`config.mk`:
```
export PLATFORM = sky130hd
export DESIGN_NAME = param_fifo_fwft
export DESIGN_NICKNAME = d
export VERILOG_FILES = /design/src/rtl/param_fifo_fwft.sv
export SDC_FILE = /design/constraint.sdc
export NUM_CORES = 1
export LEC_CHECK = 0
export BUFFER_PORTS_ARGS = -buffer_cell sky130_fd_sc_hd__buf_2
export CORE_MARGIN = 3
export CORE_UTILIZATION = 56
export DETAILED_ROUTE_END_ITERATION = 12
export MAX_ROUTING_LAYER = met4
export PLACE_DENSITY = 0.77
export RECOVER_POWER = 100
export SYNTH_ARGS = -nofsm -noshare
export SYNTH_HDL_FRONTEND = slang
export SYNTH_SLANG_ARGS = --single-unit
```
`constraint.sdc`:
```
create_clock -name clk -period 2.8 [get_ports clk]
set_input_delay 0.28 -clock clk [delete_from_list [all_inputs] [get_ports clk]]
set_output_delay 0.28 -clock clk [all_outputs]
set_load 0.02 [all_outputs]
```
`src/rtl/param_fifo_fwft.sv`:
```
// param_fifo_fwft: parametrised synchronous FIFO, first-word-fall-through read.
// Register storage, occupancy count, level flags and sticky error flags.
module param_fifo_fwft #(
    parameter int depth            = 5,
    parameter int width            = 8,
    parameter int almostFullLevel  = 28,
    parameter int almostEmptyLevel = 4
) (
    input  logic             clk,
    input  logic             reset,
    input  logic             flush,
    input  logic             push,
    input  logic             pop,
    input  logic [width-1:0] pushedValue,
    output logic [width-1:0] poppedValue,
    output logic             empty,
    output logic             full,
    output logic             almostEmpty,
    output logic             almostFull,
    output logic [depth:0]   count,
    output logic             overflow,
    output logic             underflow
);

    localparam int N = 2 ** depth;
    localparam logic [depth:0] FULL_CNT = {1'b1, {depth{1'b0}}};
    localparam logic [depth:0] AF_LVL   = (depth + 1)'(almostFullLevel);
    localparam logic [depth:0] AE_LVL   = (depth + 1)'(almostEmptyLevel);

    logic [width-1:0] mem_q [N];
    logic [depth-1:0] rdPtr_q, rdPtr_d;
    logic [depth-1:0] wrPtr_q, wrPtr_d;
    logic [depth:0]   count_q, count_d;
    logic             overflow_q, overflow_d;
    logic             underflow_q, underflow_d;
    logic             clear;
    logic             pushOk;
    logic             popOk;

    // Status decoded from registered count only, never from push/pop.
    assign empty       = (count_q == '0);
    assign full        = (count_q == FULL_CNT);
    assign almostEmpty = (count_q <= AE_LVL);
    assign almostFull  = (count_q >= AF_LVL);
    assign count       = count_q;
    assign overflow    = overflow_q;
    assign underflow   = underflow_q;
    assign poppedValue = empty ? '0 : mem_q[rdPtr_q];

    // Reset and flush both drop any request made in the same cycle.
    assign clear  = reset || flush;
    assign pushOk = !clear && push && (!full || pop);
    assign popOk  = !clear && pop && !empty;

    // Next-state for pointers, occupancy and sticky error flags.
    always_comb begin
        rdPtr_d     = rdPtr_q;
        wrPtr_d     = wrPtr_q;
        count_d     = count_q;
        overflow_d  = overflow_q;
        underflow_d = underflow_q;
        if (clear) begin
            rdPtr_d     = '0;
            wrPtr_d     = '0;
            count_d     = '0;
            overflow_d  = 1'b0;
            underflow_d = 1'b0;
        end else begin
            if (pushOk) begin
                wrPtr_d = wrPtr_q + 1'b1;
            end
            if (popOk) begin
                rdPtr_d = rdPtr_q + 1'b1;
            end
            if (pushOk && !popOk) begin
                count_d = count_q + 1'b1;
            end else if (popOk && !pushOk) begin
                count_d = count_q - 1'b1;
            end
            if (push && !pushOk) begin
                overflow_d = 1'b1;
            end
            if (pop && empty) begin
                underflow_d = 1'b1;
            end
        end
    end

    // Control state registers with synchronous reset.
    always_ff @(posedge clk) begin
        if (reset) begin
            rdPtr_q     <= '0;
            wrPtr_q     <= '0;
            count_q     <= '0;
            overflow_q  <= 1'b0;
            underflow_q <= 1'b0;
        end else begin
            rdPtr_q     <= rdPtr_d;
            wrPtr_q     <= wrPtr_d;
            count_q     <= count_d;
            overflow_q  <= overflow_d;
            underflow_q <= underflow_d;
        end
    end

    // Storage write; contents deliberately survive reset and flush.
    always_ff @(posedge clk) begin
        if (pushOk) begin
            mem_q[wrPtr_q] <= pushedValue;
        end
    end

endmodule

```
==> out/results.txt <==
Synth Area per Inst: 19.8 sq um
Failing checks: capacitance limit, slew limit, setup timing
R2R setup slack: -0.06 ns
P_leak: 3.96 nW
WL final: 23.9 mm
DRC viols: 0
Nets: 681
Post-route insts no fill: 943
CP endpoint kind: primary output
Detailed placement HPWL: 14.5 mm
Unrepaired setup endpoints after global routing: yes
WP data arrival: 2.62 ns
Ys async rst share: 0%
First-pass GRT wire length: 36.5 mm
Status: complete, but fails checks
Crit path max fanout: 5
Layout cells sized above 1: 25.1%
PD cells: 648 nW/um^2
Ys flop type: edfxtp_1
Synth unique cells: 49
Vias/cell: 6.20
Initial drt markers: 673
Final setup margin: -0.0997 ns
Commonest cells after routing, fill and taps aside: 256 x edfxtp_1, 71 x mux4_2, 56 x clkbuf_1, 51 x nor2_1, 30 x clkbuf_16
Worst-Skew Late Latency: 0.54 ns
Area delta synth->final: 13.9%
Worst setup endpoint: poppedValue[5]
Die width: 147 um
Crit share post-route: 104%
Max Slew Vio Count: 132
Worst R2R End: count[4]$_SDFFE_PP0P_
Final Wtd Congestion: 0.895
DR WL/cell: 25.3 um
Port-buffer cells: 32
Clock sink count: 279
Dpl cells: 882
Post-synth EDFFs: 256
Start of the worst register-to-register path: count[5]$_SDFFE_PP0P_
#FFs+latches synth: 279
Hold_sp: push
Global route overflow: 0
Clk pin slew, worst setup/hold paths: 0.06 ns
Final Setup Violations: 10
FF+latch area: 8160 sq um
Syn Nets: 588
Worst r2r path cells: 10
Peak supply drop: 0.000433 V
Setup TNS: -0.743 ns
Synth warn: 0
Number of global-route vias before repair: 5932
DR pass1 iterations: 5
Mapped Area: 11200 sq um
Fmax: 345 MHz
Inserted Clock Buffers: 28
CTS root buf: clkbuf_16
Post-route ant nets: 0
Most common cell after layout, fill and taps aside: edfxtp_1
Area occupied by multi-input gates: 2750 sq um
MaxCap Viol Count: 5
Top Ports: 33
CTS H-tree lvls: 1
CTS tree: yes
Slew Limit Headroom: -8.78%
Worst path required time: 2.52 ns
Worst slew pin tran: 1.63 ns
Initial antenna violation count: 0
Core region area: 19500 sq um
Crit path time final: 2.90 ns
Starting Density: 57.2%
Crit start category: flop
# diodes: 0
CP Class: reg2out
Hold Path Class: in2reg
Via count: 5846
Skew final: 0.0163 ns
Place WS: -0.00720 ns
Largest net degree at the start of global routing: 33
CTS Buffer Depth: 3
Fillers: 1341
Total track usage: 23.1%
Post-Synthesis Cells: 563
Die Area: 21700 sq um
Final-report hold violation count: 0
Row count: 51
Post-synthesis sequential area ratio: 73.0%
Die height: 147 um
-- cell families after synthesis --
group	synth area share [%]
AND/OR/NAND/NOR	4.21
multiplexers	16.1
flip-flops	73.0
buffers and inverters	2.13
adder cells (fa/ha/maj)	1.41
AO/OA/AOI/OAI	2.60
XOR/XNOR	0.627
-- power by group --
group	internal, mW	total [mW]	switching (mW)
Clock	1.88	3.33	1.45
Combinational	0.124	0.340	0.216
Sequential	4.56	4.57	0.0121
-- how the worst min path moves through the flow --
stage	cells after the start	slack (ns)	endpoint
2_1_floorplan	0	0.38	mem_q[0][0]$_DFFE_PP_
3_3_place_gp	2	0.46	underflow$_SDFFE_PP0P_
3_5_place_dp	2	0.47	overflow$_SDFFE_PP0P_
4_1_cts	3	0.01	overflow$_SDFFE_PP0P_
5_1_grt	3	0.04	underflow$_SDFFE_PP0P_
6_report	3	0.02	overflow$_SDFFE_PP0P_
-- critical path, stage by stage (launching register included) --
cell,delay [ns]
dfxtp_4,0.38
buf_4,0.14
buf_16,0.13
mux4_2,0.54
mux4_2,0.51
nor2b_2,0.14
a2111oi_1,0.07
buf_2,0.18
-- per-layer routing --
| metal | GRT usage [%] | share of wire, % |
|---|---|---|
| met5 | - | 0 |
| met2 | 36.5 | 49 |
| met1 | 31.8 | 38 |
| met4 | 5.96 | 3.2 |
| met3 | 4.41 | 9.8 |
-- through the flow --
stage          instance area [sq um]  hold slack [ns]  total power, mW  util, %
2_1_floorplan                  11200            0.379             4.83        -
3_3_place_gp                   11900            0.459             4.95     61.0
3_5_place_dp                   11900            0.470             4.96     61.0
4_1_cts                        12800           0.0120             8.29     65.7
5_1_grt                        12700           0.0445             8.50     65.2
6_report                       12700           0.0228             8.24     65.2
-- cells in the mapped netlist, types with 2 or more instances --
library cell	number	share of area, %
o21ai_0	7	0.31
a31oi_1	2	0.11
mux2i_1	9	0.81
ha_1	11	1.2
dfxtp_1	23	4.1
a21oi_1	6	0.27
a2111oi_0	2	0.16
clkbuf_1	9	0.30
buf_12	3	0.54
nor2b_1	4	0.22
or3_1	2	0.11
nor2_1	51	1.7
mux4_1	22	5.2
buf_2	7	0.31
xnor2_1	3	0.24
buf_1	3	0.10
buf_6	2	0.20
o221ai_1	6	0.47
nand4_1	4	0.22
inv_1	16	0.54
buf_4	2	0.13
xor2_1	5	0.39
a221oi_1	5	0.39
nor3_1	4	0.18
nand3b_1	3	0.20
o22ai_1	2	0.11
mux4_2	50	10
nand3_1	5	0.22
edfxtp_1	256	69
or3b_2	3	0.24
nand2_1	18	0.60
-- state kept, by name, summed over array words and instances (netlist names), named ones only --
register / count
wrPtr_q: 5
count: 6
underflow: 1
rdPtr_q: 5
mem_q: 256
overflow: 1
-- repair_timing --
item                                    CTS  global route
endpoints found under the setup margin    8            10
cloned                                    4             1
hold buffers                              0             0
buffers inserted                          4             0
gates resized for setup                  33            19
-- area by class of cell --
cell class	count	share of cell area, %
clock inverter	15	0.521
sequential	279	64.1
timing repair buffer	89	4.72
tap	265	2.61
multi-input combinational	242	21.6
clock buffer	37	5.94
inverter	16	0.472
Note: power is estimated with default switching activity, not from simulation.
